$ cat src/rtl/sram_port_ctrl.sv
// Front end for a single-port masked-write SRAM: clears the array after reset,
// then arbitrates write/read requests and returns read data through a 2-deep FIFO.
module sram_port_ctrl #(
    parameter int ADDR_W = 7,
    parameter int DATA_W = 84,
    parameter int MASK_W = 4
) (
    input  logic              clock,
    input  logic              reset_n,
    input  logic              w_valid,
    output logic              w_ready,
    input  logic [ADDR_W-1:0] w_addr,
    input  logic [MASK_W-1:0] w_mask,
    input  logic [DATA_W-1:0] w_data,
    input  logic              r_req_valid,
    output logic              r_req_ready,
    input  logic [ADDR_W-1:0] r_req_addr,
    output logic              r_resp_valid,
    input  logic              r_resp_ready,
    output logic [DATA_W-1:0] r_resp_data,
    output logic              init_done,
    output logic [ADDR_W-1:0] sram_addr,
    output logic              sram_en,
    output logic              sram_wmode,
    output logic [MASK_W-1:0] sram_wmask,
    output logic [DATA_W-1:0] sram_wdata,
    input  logic [DATA_W-1:0] sram_rdata
);

    localparam logic [0:0] ST_INIT = 1'b0;
    localparam logic [0:0] ST_RUN  = 1'b1;

    logic [0:0]        state_reg, state_next;
    logic [ADDR_W-1:0] sweep_cnt_reg, sweep_cnt_next;
    logic              inflight_reg;
    logic [1:0]        fifo_count_reg;
    logic              fifo_wr_ptr_reg;
    logic              fifo_rd_ptr_reg;
    logic [DATA_W-1:0] fifo_mem [2];

    logic       run;
    logic       enq;
    logic       deq;
    logic       w_fire;
    logic       r_fire;
    logic [2:0] occupancy;

    assign run          = (state_reg == ST_RUN);
    assign init_done    = run;
    assign r_resp_valid = (fifo_count_reg != 2'd0);
    assign r_resp_data  = fifo_mem[fifo_rd_ptr_reg];
    assign enq          = inflight_reg;
    assign deq          = r_resp_valid && r_resp_ready;

    // Slots already committed next cycle: buffered + in flight, minus one leaving now.
    assign occupancy   = {1'b0, fifo_count_reg} + {2'b00, inflight_reg} - {2'b00, deq};
    assign w_ready     = run;
    assign r_req_ready = run && !w_valid && (occupancy < 3'd2);
    assign w_fire      = w_valid && w_ready;
    assign r_fire      = r_req_valid && r_req_ready;

    always_comb begin
        state_next     = state_reg;
        sweep_cnt_next = sweep_cnt_reg;
        if (state_reg == ST_INIT) begin
            if (sweep_cnt_reg == {ADDR_W{1'b1}}) begin
                state_next = ST_RUN;
            end else begin
                sweep_cnt_next = sweep_cnt_reg + 1'b1;
            end
        end
    end

    always_comb begin
        sram_en    = 1'b0;
        sram_wmode = 1'b0;
        sram_addr  = '0;
        sram_wmask = '0;
        sram_wdata = '0;
        // The reset_n term keeps the SRAM idle while reset is held.
        if (!reset_n) begin
            sram_en = 1'b0;
        end else if (state_reg == ST_INIT) begin
            sram_en    = 1'b1;
            sram_wmode = 1'b1;
            sram_addr  = sweep_cnt_reg;
            sram_wmask = '1;
            sram_wdata = '0;
        end else if (w_fire) begin
            sram_en    = 1'b1;
            sram_wmode = 1'b1;
            sram_addr  = w_addr;
            sram_wmask = w_mask;
            sram_wdata = w_data;
        end else if (r_fire) begin
            sram_en    = 1'b1;
            sram_wmode = 1'b0;
            sram_addr  = r_req_addr;
        end
    end

    always_ff @(posedge clock or negedge reset_n) begin
        if (!reset_n) begin
            state_reg     <= ST_INIT;
            sweep_cnt_reg <= '0;
        end else begin
            state_reg     <= state_next;
            sweep_cnt_reg <= sweep_cnt_next;
        end
    end

    always_ff @(posedge clock or negedge reset_n) begin
        if (!reset_n) begin
            inflight_reg    <= 1'b0;
            fifo_count_reg  <= 2'd0;
            fifo_wr_ptr_reg <= 1'b0;
            fifo_rd_ptr_reg <= 1'b0;
        end else begin
            inflight_reg <= r_fire;
            if (enq) begin
                fifo_wr_ptr_reg <= ~fifo_wr_ptr_reg;
            end
            if (deq) begin
                fifo_rd_ptr_reg <= ~fifo_rd_ptr_reg;
            end
            if (enq && !deq) begin
                fifo_count_reg <= fifo_count_reg + 2'd1;
            end else if (!enq && deq) begin
                fifo_count_reg <= fifo_count_reg - 2'd1;
            end
        end
    end

    // Payload storage carries no reset; validity lives entirely in fifo_count_reg.
    always_ff @(posedge clock) begin
        if (enq) begin
            fifo_mem[fifo_wr_ptr_reg] <= sram_rdata;
        end
    end

endmodule

$ cat config.mk
export PLATFORM = sky130hd
export DESIGN_NAME = sram_port_ctrl
export DESIGN_NICKNAME = d
export VERILOG_FILES = /design/src/rtl/sram_port_ctrl.sv
export SDC_FILE = /design/constraint.sdc
export NUM_CORES = 1
export LEC_CHECK = 0
export CAP_MARGIN = 0
export CORE_AREA = 3 3 143 145
export DETAILED_ROUTE_END_ITERATION = 12
export DIE_AREA = 0 0 146 148
export PLACE_DENSITY = 0.85
export SETUP_SLACK_MARGIN = 0.5
export SLEW_MARGIN = 20
export SYNTH_ARGS = -nofsm -noshare
export SYNTH_HDL_FRONTEND = slang
export SYNTH_SLANG_ARGS = --single-unit
$ cat constraint.sdc
create_clock -name clock -period 6.8 [get_ports clock]
set_clock_uncertainty 0.05 [all_clocks]
set_input_delay 1.36 -clock clock [delete_from_list [all_inputs] [get_ports clock]]
set_output_delay 1.36 -clock clock [all_outputs]
set_load 0.05 [all_outputs]
==> results.json, run 1 <==
{
  "die_w_um": 146,
  "finalCritPeriodShare": 0.857,
  "drt-pass1-iter-count": 4,
  "grt_use_total": 0.220,
  "hold_buffers": 0,
  "ant_nets": 0,
  "synth_edf_count": 168,
  "overflow": 0,
  "chipHeight_um": 148,
  "die_area_mm2": 0.0216,
  "cts-resized-gates": 0,
  "min_path_type": "reg2reg",
  "ctsRootBufferMaster": "clkbuf_16",
  "ys_seq_area_frac": 0.713,
  "syn2layout_area_growth_pct": 60.4,
  "post-place-cells": 1072,
  "cap_violations": 0,
  "synth.most_common_cell": "edfxtp_1",
  "ys.warnings.count": 0,
  "core-area_mm2": 0.0193,
  "status": "finished clean",
  "drive_gt1_frac": 0.151,
  "ir_worst_vdd_mv": 0.306,
  "rsz0062_at_grt": "false",
  "met2_length_mm": 11.8,
  "ys_top_cells_by_area": "edfxtp_1 (67%), mux2_2 (13%), and2_1 (7.1%)",
  "post-cts-setup-buffers": 0,
  "power.leakage_nw": 4.21,
  "wl_met1_mm": 10.2,
  "cts-htree-levels": 4,
  "setup-violations-final": 0,
  "dpl.hpwl_mm": 18.3,
  "top_layer_used": "met5",
  "synth_cells": 449,
  "synthesis.nets": 644,
  "final_cell_area_mm2": 0.0121,
  "yosysTopAreaCell": "edfxtp_1",
  "rows": 51,
  "synth-xor-area-share": 0.0105,
  "netlist-cell-type-count": 38,
  "utilization": 0.625,
  "crit_type": "in2out",
  "largest_reg_flops": 168,
  "grt_max_degree": 85,
  "drtIter0Drc": 236,
  "cp_top_family": "buffers and inverters",
  "worst_pin_slew_ns": 0.656,
  "final_net_count": 1021,
  "path_cells": "clkdlybuf4s50_1 > nand2_1 > inv_1 > ha_1 > nand2b_1 > fa_1 > xnor2_1 > nand3_2 > o22ai_1 > clkdlybuf4s50_1",
  "cpMaxStageDelayCell": "clkdlybuf4s50_1",
  "routed_wl_mm": 24.3,
  "final_cells": 1106,
  "cp_num_buf_inv": 3,
  "fmax_ghz": 0.172,
  "first_global_vias": 5341,
  "clock_sinks": 181,
  "met3WireLength_mm": 1.83,
  "yosysTopAreaCellShare": 0.669,
  "grt_pass1_wl_mm": 35.1,
  "cts-buffers-inserted": 17,
  "synth-compound-area-share": 0.0244,
  "port_buffers": 375,
  "fill_cells": 1426,
  "cts_tree": "built",
  "power_density_mw_per_mm2": 287,
  "wl_per_cell_um": 21.9,
  "hold_ws_ns": 0.466,
  "critPathLaunchType": "primary input",
  "cp.arrival_ns": 4.42,
  "gp_congestion": 0.794,
  "synth-seq-cells": 181,
  "synth_top_family_by_area": "multiplexers",
  "ys_top_cells_by_count": "edfxtp_1 (168), and2_1 (86), mux2_2 (84)",
  "avgSynthCellArea_um2": 16.8,
  "fin_tns_setup_ns": 0,
  "cp-end-kind": "output pin",
  "place_area_mm2": 0.0115,
  "synthAdderAreaFrac": 0.00764,
  "slowest_delay_ns": 0.85,
  "critPathMaxFanout": 8,
  "netlist_area_mm2": 0.00754,
  "antenna_found_initial": 6,
  "synthArstFlopShare": 0.0718,
  "min_period_ns": 5.83,
  "cts_buffer_depth": 2,
  "drc": 0,
  "clock_latency_ns": 0.42,
  "ioPinCount": 376,
  "synthMuxAreaShare": 0.127,
  "vias": 5120,
  "cpMostUsedCell": "clkdlybuf4s50_1",
  "clkTransAtPathRegs_ns": 0.07,
  "yosys.area_share.simple": 0.0905,
  "ys.flop_type": "edfxtp_1",
  "final_max_slew_viol_count": 0,
  "hold_viol": 0,
  "critPathRequiredTime_ns": 5.39,
  "vias_per_cell": 4.63,
  "slew_headroom": 0.563,
  "start_util": 0.390
}
==> cell usage in the layout, fill, tap and decap left out, types with 3 or more instances in the layout <==
master           instances
o22ai_1                  6
a22oi_1                  6
buf_4                    5
clkdlybuf4s50_1        375
clkinv_1                 3
nand2_1                  9
xor2_1                   3
a21oi_1                  5
clkbuf_16               17
edfxtp_1               168
mux2_2                  84
inv_6                    4
dfrtp_1                 12
a31oi_1                  3
clkinv_2                 3
and2_1                  85
inv_1                    9
xnor2_1                  6
ha_1                     3
==> worst paths after layout <==
check	startpoint	endpoint	slack, ns	cells after the start
setup / recovery	r_resp_ready	sram_addr[4]	0.97	10
hold / removal	enq	fifo_wr_ptr_reg	0.47	1
setup reg to reg	fifo_count_reg[1]	enq	4.25	9
hold reg to reg	enq	fifo_wr_ptr_reg	0.47	1
max in group asynchronous	reset_n	fifo_rd_ptr_reg	5.23	2
min in group asynchronous	reset_n	sweep_cnt_reg[1]	1.23	2
==> cell families after synthesis <==
family          Yosys count
flops                   181
simple gates            111
xor+xnor                  9
fa+ha+maj                 4
mux                      85
buf+inv                  32
compound gates           27
==> worst reg2reg max path: cells and delay by family (launching register included) <==
family | cells | cell delay (ns)
buffers and inverters | 2 | 0.17
and+or+nand+nor | 4 | 0.84
xor gates and xnor gates | 1 | 0.29
DFF | 1 | 0.46
adders and majority gates | 2 | 0.69
==> metrics by stage <==
stage	power, W	setup slack, ns
floorplan	0.00210	1.77
global placement	0.00252	1.07
detailed placement	0.00253	1.03
CTS	0.00350	1.01
global route	0.00359	0.803
finish	0.00347	0.971
==> where the power goes <==
| part | switching [W] | internal [W] |
|---|---|---|
| clock network | 0.000420 | 0.000547 |
| registers | 0.0000650 | 0.00123 |
| logic | 0.000704 | 0.000511 |
==> per-layer routing <==
layer,GRT usage,vias to the layer above
li1,-,2414
met1,0.285,2476
met2,0.351,192
met3,0.0773,32
met4,0.0706,6
met5,0,-
==> layout make-up <==
| class | instances | area (µm²) | share of cell area |
|---|---|---|---|
| Antenna cell | 2 | 5.00 | 0.000414 |
| Clock buffer | 18 | 429 | 0.0355 |
| Clock inverter | 14 | 149 | 0.0123 |
| Inverter | 10 | 37.5 | 0.00311 |
| Multi-Input combinational cell | 236 | 1970 | 0.163 |
| Sequential cell | 181 | 5370 | 0.445 |
| Tap cell | 265 | 332 | 0.0274 |
| Timing Repair Buffer | 380 | 3790 | 0.314 |
Note: power is estimated with default switching activity, not from simulation.
==> inputs of run 2 (changes only) <==
--- a/config.mk
+++ b/config.mk
@@ -5,11 +5,12 @@
 export SDC_FILE = /design/constraint.sdc
 export NUM_CORES = 1
 export LEC_CHECK = 0
-export CAP_MARGIN = 0
+export CAP_MARGIN = 10
 export CORE_AREA = 3 3 143 145
 export DETAILED_ROUTE_END_ITERATION = 12
 export DIE_AREA = 0 0 146 148
 export PLACE_DENSITY = 0.85
+export RECOVER_POWER = 25
 export SETUP_SLACK_MARGIN = 0.5
 export SLEW_MARGIN = 20
 export SYNTH_ARGS = -nofsm -noshare
==> results.json, run 2 (synthesized netlist as in run 1, its figures left out) <==
{
  "status": "complete, but fails checks",
  "critPathMaxFanout": 84,
  "whs_path_depth": 1,
  "cap_violations": 2,
  "fill_cells": 1427,
  "final_max_slew_viol_count": 87,
  "routed_wl_mm": 24.2,
  "grt_max_degree": 85,
  "grt_pass1_wl_mm": 35.1,
  "final_common_cell": "clkdlybuf4s50_1",
  "setup-violations-final": 0,
  "ioPinCount": 376,
  "core-area_mm2": 0.0193,
  "finalCritPeriodShare": 0.878,
  "rows": 51,
  "hold_viol": 0,
  "cts-resized-gates": 0,
  "cts_buffer_depth": 2,
  "violations": "capacitance limit, slew limit",
  "syn2layout_area_growth_pct": 60.1,
  "drtIter0Drc": 232,
  "die_area_mm2": 0.0216,
  "critPathLaunchType": "primary input",
  "worstHoldStart": "enq",
  "worst_pin_slew_ns": 2.84,
  "timing.rr.end": "fifo_mem[1][73]",
  "r2r-start": "fifo_wr_ptr_reg",
  "hold-path-endpoint": "fifo_wr_ptr_reg",
  "post-cts-setup-buffers": 0,
  "wl_per_cell_um": 21.9,
  "reg2reg_slack_ns": 3.08,
  "largest_reg_flops": 168,
  "cts-buffers-inserted": 17,
  "final_cell_area_mm2": 0.0121,
  "hold_ws_ns": 0.464,
  "ir_worst_vdd_mv": 0.306,
  "fin_tns_setup_ns": 0,
  "drc": 0,
  "cp-end-kind": "output pin",
  "crit_type": "in2out",
  "reg2reg_depth": 2,
  "antenna_found_initial": 7,
  "port_buffers": 375,
  "critPathLaunch": "reset_n",
  "critPathRequiredTime_ns": 5.39,
  "grt_use_total": 0.220,
  "first_global_vias": 5341,
  "ant_nets": 0,
  "die_w_um": 146,
  "slew_headroom": -0.891,
  "cts_tree": "built",
  "min_path_type": "reg2reg",
  "cts-htree-levels": 4,
  "vias": 5161,
  "final_net_count": 1021,
  "hold_buffers": 0,
  "chipHeight_um": 148,
  "clkTransAtPathRegs_ns": 0.07,
  "dpl.hpwl_mm": 18.3,
  "rsz0062_at_grt": "false",
  "ctsRootBufferMaster": "clkbuf_16",
  "drt-pass1-iter-count": 4,
  "overflow": 0,
  "clock_latency_ns": 0.42,
  "power_density_mw_per_mm2": 287,
  "fmax_ghz": 0.167,
  "power.leakage_nw": 4.21,
  "start_util": 0.390,
  "vias_per_cell": 4.66,
  "place_area_mm2": 0.0115,
  "mostFrequentLayoutCells": "clkdlybuf4s50_1 (348), edfxtp_1 (168), and2_1 (85)",
  "gp_congestion": 0.794,
  "cp.arrival_ns": 4.56,
  "drive_gt1_frac": 0.147,
  "clock_sinks": 181,
  "min_period_ns": 5.97
}
[run 2: through the flow]
| stage | std cells | util | power [W] | setup slack [ns] |
|---|---|---|---|---|
| floorplan | 449 | - | 0.00210 | 1.77 |
| global placement | 1072 | 0.595 | 0.00252 | 1.07 |
| detailed placement | 1072 | 0.595 | 0.00253 | 1.03 |
| CTS | 1104 | 0.625 | 0.00350 | 1.01 |
| global route | 1106 | 0.624 | 0.00358 | 0.535 |
| finish | 1107 | 0.624 | 0.00347 | 0.829 |
[run 2: worst max-delay path by stage]
stage / to / slack, ns
2_1_floorplan: sram_addr[2] / 1.77
3_3_place_gp: sram_addr[4] / 1.07
3_5_place_dp: sram_addr[4] / 1.03
4_1_cts: sram_addr[4] / 1.01
5_1_grt: sram_wdata[64] / 0.53
6_report: sram_wdata[17] / 0.83
[run 2: where the power goes]
group	switching (W)	internal, W
combinational	0.000704	0.000507
clock	0.000420	0.000547
sequential	0.0000646	0.00123
total	0.00119	0.00228
[run 2: worst max-delay path, cell delays in order]
cell and delay, ns:
dlygate4sd3_1 0.53, clkbuf_1 0.81, and3_4 0.76, and2_1 0.23
clkdlybuf4s50_1 0.84
[run 2: routing by layer]
layer,global-route usage,wire length [µm]
met5,0,45
met4,0.0706,447
met3,0.0773,2020
met2,0.351,11800
met1,0.285,9950
[run 2: layout make-up]
type	instances	area, µm²	share of cell area
clock buffer	18	429	0.0356
timing repair buffer	380	3780	0.314
clock inverter	14	149	0.0123
sequential	181	5370	0.445
inverter	10	37.5	0.00311
antenna	3	7.51	0.000622
multi-input combinational	236	1960	0.162
tap	265	332	0.0275
==> inputs of run 3 (changes only) <==
--- a/config.mk
+++ b/config.mk
@@ -6,10 +6,10 @@
 export NUM_CORES = 1
 export LEC_CHECK = 0
 export CAP_MARGIN = 10
-export CORE_AREA = 3 3 143 145
+export CORE_AREA = 3 3 144 146
 export DETAILED_ROUTE_END_ITERATION = 12
-export DIE_AREA = 0 0 146 148
-export PLACE_DENSITY = 0.85
+export DIE_AREA = 0 0 147 149
+export PLACE_DENSITY = 0.84
 export RECOVER_POWER = 25
 export SETUP_SLACK_MARGIN = 0.5
 export SLEW_MARGIN = 20
==> constraint.sdc (replaced) <==
create_clock -name clock -period 6.1 [get_ports clock]
set_clock_uncertainty 0.05 [all_clocks]
set_input_delay 1.22 -clock clock [delete_from_list [all_inputs] [get_ports clock]]
set_output_delay 1.22 -clock clock [all_outputs]
set_load 0.05 [all_outputs]
==> results.json, run 3 (synthesized netlist as in run 1, its figures left out) <==
{
  "finalCritPeriodShare": 0.880,
  "power_density_mw_per_mm2": 320,
  "gp_congestion": 0.804,
  "drc": 0,
  "final_net_count": 1020,
  "final_max_slew_viol_count": 18,
  "hold_buffers": 0,
  "ir_worst_vdd_mv": 0.411,
  "overflow": 0,
  "dpl.hpwl_mm": 15.9,
  "critPathMaxFanout": 3,
  "first_global_vias": 5333,
  "clkTransAtPathRegs_ns": 0.07,
  "die_w_um": 147,
  "chipHeight_um": 149,
  "ant_nets": 0,
  "clock_latency_ns": 0.42,
  "port_buffers": 375,
  "rows": 51,
  "worst_pin_slew_ns": 1.58,
  "power.leakage_nw": 4.32,
  "cap_violations": 1,
  "cp.arrival_ns": 4.10,
  "slew_headroom": -0.0591,
  "rsz0062_at_grt": "false",
  "setup-violations-final": 0,
  "reg2reg_depth": 3,
  "antenna_found_initial": 5,
  "core-area_mm2": 0.0195,
  "grt_pass1_wl_mm": 31.1,
  "grt_use_total": 0.188,
  "status": "complete, but fails checks",
  "cts-htree-levels": 4,
  "violations": "capacitance limit, slew limit",
  "clock_sinks": 181,
  "min_path_type": "reg2reg",
  "min_period_ns": 5.37,
  "drive_gt1_frac": 0.150,
  "crit_type": "in2out",
  "fmax_ghz": 0.186,
  "vias_per_cell": 4.67,
  "die_area_mm2": 0.0219,
  "cts_tree": "built",
  "cp-end-kind": "output pin",
  "cts_buffer_depth": 2,
  "vias": 5176,
  "largest_reg_flops": 168,
  "critPathRequiredTime_ns": 4.83,
  "cts-buffers-inserted": 17,
  "drt-pass1-iter-count": 4,
  "hold_viol": 0,
  "fin_tns_setup_ns": 0,
  "mostFrequentLayoutCells": "clkdlybuf4s50_1 (317), edfxtp_1 (168), and2_1 (85)",
  "start_util": 0.386,
  "wl_per_cell_um": 19.4,
  "syn2layout_area_growth_pct": 60.6,
  "whs_path_depth": 1,
  "critPathLaunchType": "primary input",
  "routed_wl_mm": 21.5,
  "utilization": 0.620,
  "ioPinCount": 376,
  "drtIter0Drc": 297,
  "grt_max_degree": 85,
  "ctsRootBufferMaster": "clkbuf_16",
  "final_common_cell": "clkdlybuf4s50_1"
}
-- run 3: path summary, 6_finish.rpt --
path / start / end / slack, ns
max in group asynchronous: reset_n / fifo_rd_ptr_reg / 4.59
worst min-delay path: fifo_wr_ptr_reg / fifo_wr_ptr_reg / 0.47
worst min register to register: fifo_wr_ptr_reg / fifo_wr_ptr_reg / 0.47
worst max-delay path: r_resp_ready / sram_addr[2] / 0.73
worst max register to register: enq / fifo_mem[0][51] / 3.04
min in group asynchronous: reset_n / fifo_wr_ptr_reg / 1.16
-- run 3: per-layer routing --
metal,vias up,part of all wire,global-route usage
li1,2416,-,-
met2,215,0.50,0.307
met4,6,0.011,0.0471
met5,-,0.0012,0
met3,26,0.094,0.0626
met1,2513,0.40,0.246
-- run 3: stage by stage --
stage	cells	cell area, µm²	hold slack, ns	total power, W	setup WS (ns)
floorplan	449	7540	0.404	0.00234	1.35
global placement	1071	11500	0.454	0.00280	0.642
detailed placement	1071	11500	0.475	0.00281	0.614
CTS	1103	12100	0.487	0.00392	0.605
global route	1104	12100	0.472	0.00402	0.565
finish	1108	12100	0.468	0.00388	0.731
-- run 3: critical path, stage by stage --
cell	delay, ns
clkdlybuf4s50_1	0.39
nand2_1	0.13
inv_1	0.06
ha_1	0.31
nand2b_1	0.17
fa_1	0.47
and3b_1	0.21
nand4_1	0.12
a31oi_1	0.18
clkdlybuf4s50_1	0.83
-- run 3: what timing repair did --
| action | 4_1_cts | 5_1_grt |
|---|---|---|
| buffers inserted | 0 | 0 |
| setup endpoints to repair | 0 | 7 |
| resized for setup | 0 | 7 |
-- run 3: area by class of cell --
cell class | count | area, µm²
Antenna cell | 5 | 12.5
Clock buffer | 17 | 425
Clock inverter | 15 | 175
Fill cell | 1440 | 7420
Inverter | 10 | 37.5
Multi-Input combinational cell | 236 | 1950
Sequential cell | 181 | 5370
Tap cell | 265 | 332
Timing Repair Buffer | 379 | 3800
-- run 3: where the power goes --
part,total [W],leakage (nW),switching (W),internal (W)
Combinational,0.00131,2.35,0.000744,0.000565
Clock,0.00110,0.298,0.000510,0.000592
Sequential,0.00147,1.67,0.000100,0.00137
